File: src/rtl/apu_frame_counter.sv
// APU frame sequencer: counts CPU cycles, emits the quarter-frame and
// half-frame clock enables, owns the frame IRQ flag and the $4017
// mode/inhibit register with its parity-dependent delayed sequencer reset.
module apu_frame_counter #(
    parameter int CNT_WIDTH = 16,
    parameter int STEP1     = 7457,
    parameter int STEP2     = 14913,
    parameter int STEP3     = 22371,
    parameter int STEP4     = 29829,
    parameter int STEP5     = 37281
) (
    input  logic clk,
    input  logic rst_l,
    input  logic cpu_clk_en,
    input  logic reg_we,
    input  logic mode_in,
    input  logic irq_inhibit_in,
    input  logic status_read,
    output logic quarter_clk_en,
    output logic half_clk_en,
    output logic frame_irq
);

    // Step-table compare points, sized to the counter.
    localparam logic [CNT_WIDTH-1:0] S1   = CNT_WIDTH'(STEP1);
    localparam logic [CNT_WIDTH-1:0] S2   = CNT_WIDTH'(STEP2);
    localparam logic [CNT_WIDTH-1:0] S3   = CNT_WIDTH'(STEP3);
    localparam logic [CNT_WIDTH-1:0] S4M1 = CNT_WIDTH'(STEP4 - 1);
    localparam logic [CNT_WIDTH-1:0] S4   = CNT_WIDTH'(STEP4);
    localparam logic [CNT_WIDTH-1:0] S4P1 = CNT_WIDTH'(STEP4 + 1);
    localparam logic [CNT_WIDTH-1:0] S5   = CNT_WIDTH'(STEP5);
    localparam logic [CNT_WIDTH-1:0] S5P1 = CNT_WIDTH'(STEP5 + 1);
    localparam logic [CNT_WIDTH-1:0] CNT_ONE = CNT_WIDTH'(1);

    // Registered state.
    logic [CNT_WIDTH-1:0] count_q, count_d;
    logic                 mode_q, mode_d;
    logic                 inhibit_q, inhibit_d;
    logic                 irq_q, irq_d;
    logic                 parity_q, parity_d;
    // Delayed-reset countdown; 0 means no sequencer reset pending.
    logic [2:0]           delay_q, delay_d;

    // Decoded events for the current count.
    logic delay_fire;
    logic seq_end;
    logic tbl_quarter;
    logic tbl_half;
    logic tbl_irq;
    logic quarter_ev;
    logic half_ev;
    logic irq_set;

    // Decode table events from the current count; a firing delayed reset
    // overrides the table and pulses both enables only in 5-step mode.
    always_comb begin
        delay_fire  = (delay_q == 3'd1);
        tbl_quarter = (count_q == S1) || (count_q == S2) || (count_q == S3) ||
                      (mode_q ? (count_q == S5) : (count_q == S4));
        tbl_half    = (count_q == S2) ||
                      (mode_q ? (count_q == S5) : (count_q == S4));
        tbl_irq     = !mode_q &&
                      ((count_q == S4M1) || (count_q == S4) || (count_q == S4P1));
        seq_end     = mode_q ? (count_q == S5P1) : (count_q == S4P1);
        quarter_ev  = delay_fire ? mode_q : tbl_quarter;
        half_ev     = delay_fire ? mode_q : tbl_half;
        irq_set     = !delay_fire && tbl_irq && !inhibit_q;
    end

    // Compute next state; nothing moves unless the CPU-cycle strobe is high.
    always_comb begin
        count_d   = count_q;
        mode_d    = mode_q;
        inhibit_d = inhibit_q;
        irq_d     = irq_q;
        parity_d  = parity_q;
        delay_d   = delay_q;
        if (cpu_clk_en) begin
            parity_d = ~parity_q;

            if (delay_fire || seq_end) begin
                count_d = '0;
            end else begin
                count_d = count_q + CNT_ONE;
            end

            // A write (re)arms the countdown from the parity seen by the write;
            // otherwise a pending countdown keeps running down to idle.
            if (reg_we) begin
                delay_d = parity_q ? 3'd4 : 3'd3;
            end else if (delay_q != 3'd0) begin
                delay_d = delay_q - 3'd1;
            end

            if (reg_we) begin
                mode_d    = mode_in;
                inhibit_d = irq_inhibit_in;
            end

            // Status read clears, a table set overrides the read, and setting
            // the inhibit bit forces the flag low regardless.
            if (status_read) begin
                irq_d = 1'b0;
            end
            if (irq_set) begin
                irq_d = 1'b1;
            end
            if (reg_we && irq_inhibit_in) begin
                irq_d = 1'b0;
            end
        end
    end

    // State register with asynchronous active-low reset.
    always_ff @(posedge clk or negedge rst_l) begin
        if (!rst_l) begin
            count_q   <= '0;
            mode_q    <= 1'b0;
            inhibit_q <= 1'b0;
            irq_q     <= 1'b0;
            parity_q  <= 1'b0;
            delay_q   <= 3'd0;
        end else begin
            count_q   <= count_d;
            mode_q    <= mode_d;
            inhibit_q <= inhibit_d;
            irq_q     <= irq_d;
            parity_q  <= parity_d;
            delay_q   <= delay_d;
        end
    end

    // Pulses are qualified by the strobe so each one is exactly one clk wide.
    always_comb begin
        quarter_clk_en = cpu_clk_en && quarter_ev;
        half_clk_en    = cpu_clk_en && half_ev;
        frame_irq      = irq_q;
    end

endmodule
File: config.mk
export PLATFORM = sky130hd
export DESIGN_NAME = apu_frame_counter
export DESIGN_NICKNAME = d
export VERILOG_FILES = /design/src/rtl/apu_frame_counter.sv
export SDC_FILE = /design/constraint.sdc
export NUM_CORES = 1
export LEC_CHECK = 0
export CAP_MARGIN = 20
export CELL_PAD_IN_SITES_DETAIL_PLACEMENT = 0
export CELL_PAD_IN_SITES_GLOBAL_PLACEMENT = 2
export CORE_AREA = 10 10 76 78
export CTS_CLUSTER_SIZE = 40
export DETAILED_ROUTE_END_ITERATION = 8
export DIE_AREA = 0 0 86 88
export GPL_TIMING_DRIVEN = 0
export PLACE_DENSITY_LB_ADDON = 0.1
export SYNTH_ARGS = -nofsm -noshare
export SYNTH_HDL_FRONTEND = slang
export SYNTH_SLANG_ARGS = --single-unit
File: constraint.sdc
create_clock -name clk -period 2.05 [get_ports clk]
set_input_delay 0.41 -clock clk [delete_from_list [all_inputs] [get_ports clk]]
set_output_delay 0.41 -clock clk [all_outputs]
set_load 0.02 [all_outputs]
# == Yosys cells after proc, flatten, opt, wreduce, memory -nomap -nowiden ==
# Index checks and enable logic that the tools add are counted.
# classes
n_mux,11
n_addsub,2
bitwise_logic,1
reduce_logical,22
eq_ne,9
# op_table
operator,n
"16-bit by 15-bit equality test with 1-bit output, second input constant",4
"16-bit equality test, second input constant",2
"16-bit by 1-bit adder with 16-bit output, second input constant",1
"16-bit by 13-bit equality test with 1-bit output, second input constant",1
"16-bit by 14-bit equality test with 1-bit output, second input constant",1
16-bit 2-to-1 mux,1
3-bit 2-to-1 mux,3
1-bit logical OR,7
1-bit 2-to-1 mux,7
1-bit logical AND,6
2-bit AND reduction,3
3-bit nonzero test,2
"3-bit by 1-bit equality test with 1-bit output, second input constant",1
1-bit zero test,3
"3-bit by 1-bit subtractor with 3-bit output, second input constant",1
2-bit nonzero test,1
1-bit inverter,1
# word_totals
out_inout_bits,3
regBits,23
in_bits,7
word_cells,51

# == Logic depth before layout (Yosys ltp) ==
# Gate-level depths: netlist of run 1.
# logic_depth
word_depth,8
mapped_depth,7
depth_no_buf,6

# == Worst setup path before layout of run 1 ==
# Ideal clock, no wire load.
# synth_path
path_type,register to output
startpoint,register count_q[9]
endpoint,output port quarter_clk_en
path_stages_with_launch,7
required_time_ps,1640
setup_slack_ps,-92
arrival_ps,1732
n_path_buf,1
cell_sequence,dfrtp_1 -> buf_2 -> and4bb_1 -> and4_1 -> o21ai_0 -> a31oi_1 -> a21o_1
# synth_via
elab_chain_cells,6
elab_cells_between_ends,11
classes_between,eq/ne (5); mux (2); reduce/logical (4)
# synth_lines
item,line,text
start: declaration,36,"logic [CNT_WIDTH-1:0] count_q, count_d;"
start signal: assignment,124,count_q <= count_d;
16-bit by 13-bit equality test with 1-bit output / 16-bit by 14-bit equality test with 1-bit output (equally long branches),58,tbl_quarter = (count_q == S1) || (count_q == S2) || (count_q == S3) ||
1-bit logical OR (2 in a row),58,
1-bit logical OR *,58,
1-bit 2-to-1 mux *,65,quarter_ev = delay_fire ? mode_q : tbl_quarter;
1-bit logical AND *,135,quarter_clk_en = cpu_clk_en && quarter_ev;
end: declaration,19,"output logic quarter_clk_en,"
# Mark *: on every way between the ends. The rest lies on a longest branch, timed or not.

# == Worst setup path in the final report of run 1 ==
# layout_path
startpoint,register count_q[1]
endpoint,output port quarter_clk_en
# Same word-level chain as after synthesis.

==> out/metrics.json, run 1 <==
{
  "yosys": {
    "synth-async-reset-ratio_pct": 100,
    "ys_seq_area_share_pct": 36.9,
    "post_synth_num_cell_types": 50,
    "post_synth_inst_count": 168,
    "ys.flop_type": "dfrtp_1",
    "postSynthNetCount": 182,
    "yosys_register_bits": 23,
    "synth-edff-count": 0,
    "synthesis.area_mm2": 0.00156,
    "synth_area_per_cell_um2": 9.29,
    "yosys_synthesis_warning_count": 0
  },
  "floorplan": {
    "die_y_um": 88,
    "starting_density_of_the_core_pct": 36.4,
    "die_area_mm2": 0.00757,
    "die_x_um": 86,
    "io_pins": 10,
    "floorplan.core_area_mm2": 0.00429,
    "placement_rows": 24
  },
  "cells_and_area": {
    "syn2layout_area_growth_pct": 21.8,
    "regArea_um2": 586,
    "post_layout_net_count": 206,
    "post_route_cells_drive_above_1_share_pct": 26.2,
    "multi_input_area_um2": 940,
    "fin_area_mm2": 0.00190,
    "num_antenna_cells": 0,
    "number_of_inserted_filler_cells_in_the_final_layout": 437
  },
  "setup_path": {
    "worstPathCellList": "inv_2 -> ha_4 -> and4_1 -> nand4_1 -> a31oi_2 -> a21o_1 -> buf_6",
    "cp-start-kind": "flip-flop",
    "cp-end-kind": "output pin",
    "critical_path_s_slowest_cell": "dfrtp_1",
    "critPathRequiredTime_ns": 1.64,
    "regToRegEndpoint": "count_q[10]",
    "crit_fanout": 3,
    "reg_to_reg_start": "count_q[12]",
    "r2r_cells": 7,
    "max_stage_delay_ns": 0.40,
    "category_of_the_most_critical_setup_path": "reg2out",
    "critical_path_buf_inv_count": 2,
    "timing.reg2reg.setup_slack_ns": 0.21,
    "worst_path_dominant_cell_family": "flip-flops",
    "crit_arrival_ns": 1.76
  },
  "worst_hold_path": {
    "worstHoldStart": "delay_q[1]",
    "min_delay_worst_endpoint": "delay_q[1]",
    "min_path_type": "reg2reg",
    "holdPathStages": 2
  },
  "clock_network": {
    "cts_hold_buf": 0,
    "clockRootBuffer": "clkbuf_8",
    "tritoncts_clock_tree": "yes",
    "worst_setup_hold_path_clk_slew_ns": 0.09,
    "cts.path.max_buffers": 2,
    "clk_latency_ns": 0.26,
    "h-tree-depth": 1,
    "tritoncts_num_sinks": 23,
    "cts_made_buffers": 3
  },
  "global_route": {
    "antenna_found_initial": 0,
    "first_global_vias": 1449,
    "grtUsageTotal_pct": 12.0,
    "grt.overflow.total": 0,
    "grt_max_degree": 14,
    "grt_first_pass_wirelength_um": 7310
  },
  "sta": {
    "max_freq_ghz": 0.461,
    "period_needed_ns": 2.17,
    "final.period_utilization_pct": 106,
    "finalSetupViolCount": 2,
    "slew-limit-headroom_pct": 58.8,
    "finalMaxSlewViolations": 0,
    "rsz_0062_raised_after_global_routing": "yes",
    "worst_slew_pin_slew_ns": 0.618,
    "timing.final.hold_violations": 0,
    "clock_skew_ns": 0.00170,
    "post-route-worst-setup-slack_ns": -0.118
  },
  "placed_design": {
    "place_worst_setup_slack_ns": -0.630,
    "place.detailed.hpwl_um": 3030,
    "place_area_mm2": 0.00173,
    "routabilityCongestion": 0.773,
    "place.port_buffers": 8
  },
  "pwr": {
    "finalPower_mw": 1.97,
    "power.density_cell_area_mw_per_mm2": 1030,
    "leakagePower_nw": 0.818,
    "vdd_drop_max_mv": 0.404
  },
  "detailed_routing": {
    "detail_route.wl_per_cell_um": 17.6,
    "route.vias.total": 1381,
    "routed_via_density": 5.68,
    "totalWireLength_um": 4270,
    "drt.antenna.violating_nets": 0,
    "number_of_iterations_in_the_first_detailed_routing_pass": 4,
    "drc": 0,
    "drt_iter0_drc": 96
  },
  "run": {
    "cap_violations": 0
  },
  "status": {
    "violations_in_the_final_reports": "negative setup slack",
    "outcome": "finished with violations"
  }
}
final cells by class:
type | count | area share [%]
buffer | 5 | 1.45
clock buffer | 4 | 2.37
inverter | 15 | 2.96
multi-input combinational | 123 | 49.4
sequential | 23 | 30.8
tap | 52 | 3.42
timing repair buffer | 21 | 9.61
stage by stage:
stage,util [%],hold slack [ns],setup TNS (ns),cells
detailed placement,40.2,0.475,-2.02,229
global route,44.3,0.515,-0.339,243
global placement,39.9,0.468,-2.12,228
floorplan,-,0.114,0,168
CTS,43.4,0.495,-0.179,241
finish,44.3,0.494,-0.176,243
cells in the mapped netlist, types with 2 or more instances:
cell        n  area share [%]
a21oi_1     7             2.2
a31oi_1     5             2.0
and3_1      2            0.80
and4_1      4             2.2
and4bb_1    3             2.4
buf_2       3            0.96
clkbuf_1    2            0.48
dfrtp_1    23              37
ha_1        7             5.6
inv_1      15             3.6
mux2_2      2             1.4
mux2i_1     2             1.3
nand2_1    16             3.8
nand2_4     2             1.4
nand3_1     7             2.2
nand4_1     8             3.2
nor2_1      6             1.4
nor2b_1     2            0.80
nor3_1      4             1.3
o21ai_0     9             2.9
o21ai_1     2            0.64
o22ai_1     3             1.2
o2bb2ai_1   3             1.7
xor2_1      5             2.8
routing by layer:
metal,wire length [um],track usage [%],part of all wire [%],vias to the layer above
met3,141,2.23,3.3,2
met1,2030,15.7,48,689
li1,-,-,-,666
met4,27,4.64,0.63,0
met5,0,0,0,-
met2,2070,19.1,49,24
placed cells by master, fill, tap and decap left out, types with 2 or more instances in the layout:
cell             synthesis  layout
dfrtp_1                 23      15
ha_1                     7       6
nor3_2                   1       2
o21ai_0                  9       8
buf_6                    1       2
nand2_4                  2       2
nor2b_1                  2       2
a31oi_1                  5       4
inv_1                   15      13
a21oi_1                  7       7
o21ai_1                  2       2
mux2i_1                  2       2
clkbuf_8                 0       3
inv_2                    0       2
nand3_1                  7       7
o2bb2ai_1                3       3
and3_1                   2       2
nand2_1                 16      16
nor2_1                   6       6
dfrtp_2                  0       8
clkbuf_1                 2       3
xor2_1                   5       5
o22ai_1                  3       3
nand4_1                  8       8
buf_4                    0      13
and4bb_1                 3       3
mux2_2                   2       2
clkdlybuf4s50_1          0       5
nor3_1                   4       3
and4_1                   4       3
and4_4                   1       2
state kept, by name, summed over array words and instances, names as in the netlist:
signal     cells
parity_q       1
inhibit_q      1
frame_irq      1
mode_q         1
count_q       16
delay_q        3
how the worst max path moves through the flow:
stage | from | to | slack (ns) | cells past startpoint
after floorplan | count_q[9] | quarter_clk_en | 0.001 | 6
after global placement | cpu_clk_en | quarter_clk_en | -0.65 | 5
after detailed placement | cpu_clk_en | quarter_clk_en | -0.63 | 5
after CTS | count_q[14] | quarter_clk_en | -0.11 | 6
after global routing | count_q[15] | quarter_clk_en | -0.20 | 6
final | count_q[1] | quarter_clk_en | -0.12 | 7
cells by family (layout without fill, tap and decap cells):
| group | Yosys count | count (layout) | share of synthesized area, % |
|---|---|---|---|
| AOI/OAI and AO/OA | 40 | 40 | 18.0 |
| xor gates and xnor gates | 5 | 5 | 2.80 |
| adders and majority gates | 7 | 7 | 5.61 |
| buffers and inverters | 22 | 45 | 6.01 |
| DFF | 23 | 23 | 36.9 |
| muxes | 4 | 4 | 2.72 |
| and+or+nand+nor | 67 | 67 | 28.0 |
report_power, final:
part / switching (mW) / internal (mW) / leakage (nW)
sequential: 0.212 / 0.605 / 0.276
combinational: 0.481 / 0.374 / 0.520
clock: 0.154 / 0.139 / 0.0228
worst reg2reg max path, stage by stage, from the launching register on:
cell and delay, ns:
dfrtp_1 0.44, and4bb_2 0.26, and4_4 0.20, buf_4 0.13
buf_4 0.13, nand2_4 0.13, nand3_2 0.16, o31ai_1 0.30
timing repair:
action	in CTS	in global routing
resized for setup	24	7
pin swaps	4	3
buffers inserted	10	2
setup endpoints to repair	2	2
(Power assumes the default switching activity.)
==> run 2, diff against run 1 <==
==> constraint.sdc (replaced) <==
create_clock -name clk -period 2.05 [get_ports clk]
set_input_delay 0.205 -clock clk [delete_from_list [all_inputs] [get_ports clk]]
set_output_delay 0.205 -clock clk [all_outputs]
set_load 0.02 [all_outputs]
==> run 2 against run 1 <==
  * The run now ends clean
  * Total power about the same
  * Clock skew up 0.0024 ns
  * Count of clock-buffer cells in the layout down 1
  * Worst setup slack better by 0.16 ns
  * Final area down 0.53%
  * Combinational power up 2.3%
  * First-iteration DRC count up 36%
  * Utilization down 0.23 points
  * Highest routed layer unchanged
==> out/metrics.json, run 2 (synthesis results as in run 1) <==
{
  "global_route": {
    "antenna_found_initial": 0,
    "first_global_vias": 1408,
    "groute.layer.met1.usage_pct": 16.2,
    "grt_busiest_layer": "met2",
    "grt_first_pass_wirelength_um": 7270,
    "grtUsageTotal_pct": 11.9,
    "grt.overflow.total": 0,
    "groute.layer.met3.usage_pct": 2.32,
    "grt_max_degree": 24,
    "groute.layer.met2.usage_pct": 18.6
  },
  "sta": {
    "max_freq_ghz": 0.498,
    "slew-limit-headroom_pct": 62.3,
    "timing.final.hold_violations": 0,
    "period_needed_ns": 2.01,
    "finalMaxSlewViolations": 0,
    "worst_slew_pin_slew_ns": 0.565,
    "final.period_utilization_pct": 98.0,
    "clock_skew_ns": 0.00406,
    "holdWs_ns": 0.290,
    "finalSetupViolCount": 0,
    "rsz_0062_raised_after_global_routing": "yes"
  },
  "setup_path": {
    "crit_arrival_ns": 1.80,
    "timing.reg2reg.setup_slack_ns": 0.23,
    "cp-start-kind": "flip-flop",
    "category_of_the_most_critical_setup_path": "reg2out",
    "crit_fanout": 5,
    "critPathRequiredTime_ns": 1.85,
    "cp-end-kind": "output pin"
  },
  "placed_design": {
    "place.port_buffers": 8,
    "dpl.cell_count": 228,
    "place.detailed.hpwl_um": 3080,
    "routabilityCongestion": 0.798
  },
  "clock_network": {
    "cts.path.max_buffers": 2,
    "cts_made_buffers": 3,
    "clk_latency_ns": 0.27,
    "clockRootBuffer": "clkbuf_8",
    "h-tree-depth": 1,
    "tritoncts_clock_tree": "yes",
    "cts_hold_buf": 0,
    "worst_setup_hold_path_clk_slew_ns": 0.09,
    "tritoncts_num_sinks": 23
  },
  "cells_and_area": {
    "syn2layout_area_growth_pct": 21.2,
    "largest_register_ff_count": 16,
    "layout.cells.most_common_list": "dfrtp_1, nand2_1, inv_1, o21ai_0, nand4_1",
    "num_antenna_cells": 0,
    "largest-register": "count_q",
    "final_common_cell": "dfrtp_1",
    "post_layout_net_count": 203,
    "post_route_cells_drive_above_1_share_pct": 22.9,
    "largest_registers_in_the_final_layout": "count_q x16, delay_q x3",
    "layout.cells.non_filler": 240
  },
  "pwr": {
    "vdd_drop_max_mv": 0.450,
    "power.density_cell_area_mw_per_mm2": 1040,
    "finalPower_mw": 1.96,
    "leakagePower_nw": 0.811
  },
  "detailed_routing": {
    "number_of_iterations_in_the_first_detailed_routing_pass": 4,
    "routed_via_density": 5.75,
    "drt_iter0_drc": 131,
    "totalWireLength_um": 4380,
    "detail_route.wl_per_cell_um": 18.2,
    "drt.antenna.violating_nets": 0,
    "route.vias.total": 1380,
    "drc": 0
  },
  "floorplan": {
    "io_pins": 10,
    "floorplan.core_area_mm2": 0.00429,
    "placement_rows": 24,
    "starting_density_of_the_core_pct": 36.4,
    "die_area_mm2": 0.00757,
    "die_x_um": 86,
    "die_y_um": 88
  },
  "run": {
    "cap_violations": 0
  },
  "status": {
    "outcome": "finished, final reports clean"
  },
  "worst_hold_path": {
    "min_path_type": "in2async"
  }
}
[run 2: area by class of cell]
class / count / area, um^2
plain buffers: 7 / 43.8
clock buffers: 3 / 41.3
clock inverters: 1 / 5.00
fillers: 443 / 2400
inverters: 15 / 56.3
multi-input cells: 123 / 942
flip-flops and latches: 23 / 582
well taps: 52 / 65.1
repair buffers: 16 / 156
[run 2: path summary, 6_finish.rpt]
| check | startpoint | end | depth (start not counted) |
|---|---|---|---|
| worst max register to register | count_q[0] | count_q[10] | 6 |
| worst min-delay path | rst_l | count_q[9] | 1 |
| worst max-delay path | count_q[4] | quarter_clk_en | 6 |
| max in group asynchronous | rst_l | count_q[3] | 2 |
| min in group clk | reg_we | delay_q[1] | 3 |
| worst min register to register | delay_q[1] | delay_q[1] | 2 |
[run 2: repair_timing]
action,4_1_cts,5_1_grt
buffers inserted,3,4
setup endpoints to repair,2,2
resized for setup,20,8
pin swaps,3,3
[run 2: critical path: stages (launching register included)]
cell and delay [ns]:
dfrtp_2 0.46, nor4b_4 0.30, and4_4 0.27, o21ai_2 0.07, a31oi_2 0.19, a21o_1 0.13, buf_6 0.12
[run 2: power by group]
group | switching [mW] | internal (mW) | total [mW]
Combinational | 0.507 | 0.367 | 0.875
Sequential | 0.198 | 0.599 | 0.797
Clock | 0.156 | 0.136 | 0.292
[run 2: layer usage]
layer / up-vias / wire, um
li1: 659 / -
met1: 693 / 2070
met2: 26 / 2050
met3: 2 / 243
met4: 0 / 20
met5: - / 0
[run 2: metrics by stage]
stage	area [um^2]	TNS [ns]	util [%]	worst slack, ns
after floorplan	1560	0	-	0.113
after global placement	1710	-0.493	39.7	-0.283
after detailed placement	1710	-0.549	39.7	-0.313
after CTS	1800	0	41.9	0.00547
after global routing	1890	-0.0551	44.1	-0.0551
final	1890	0	44.1	0.0412
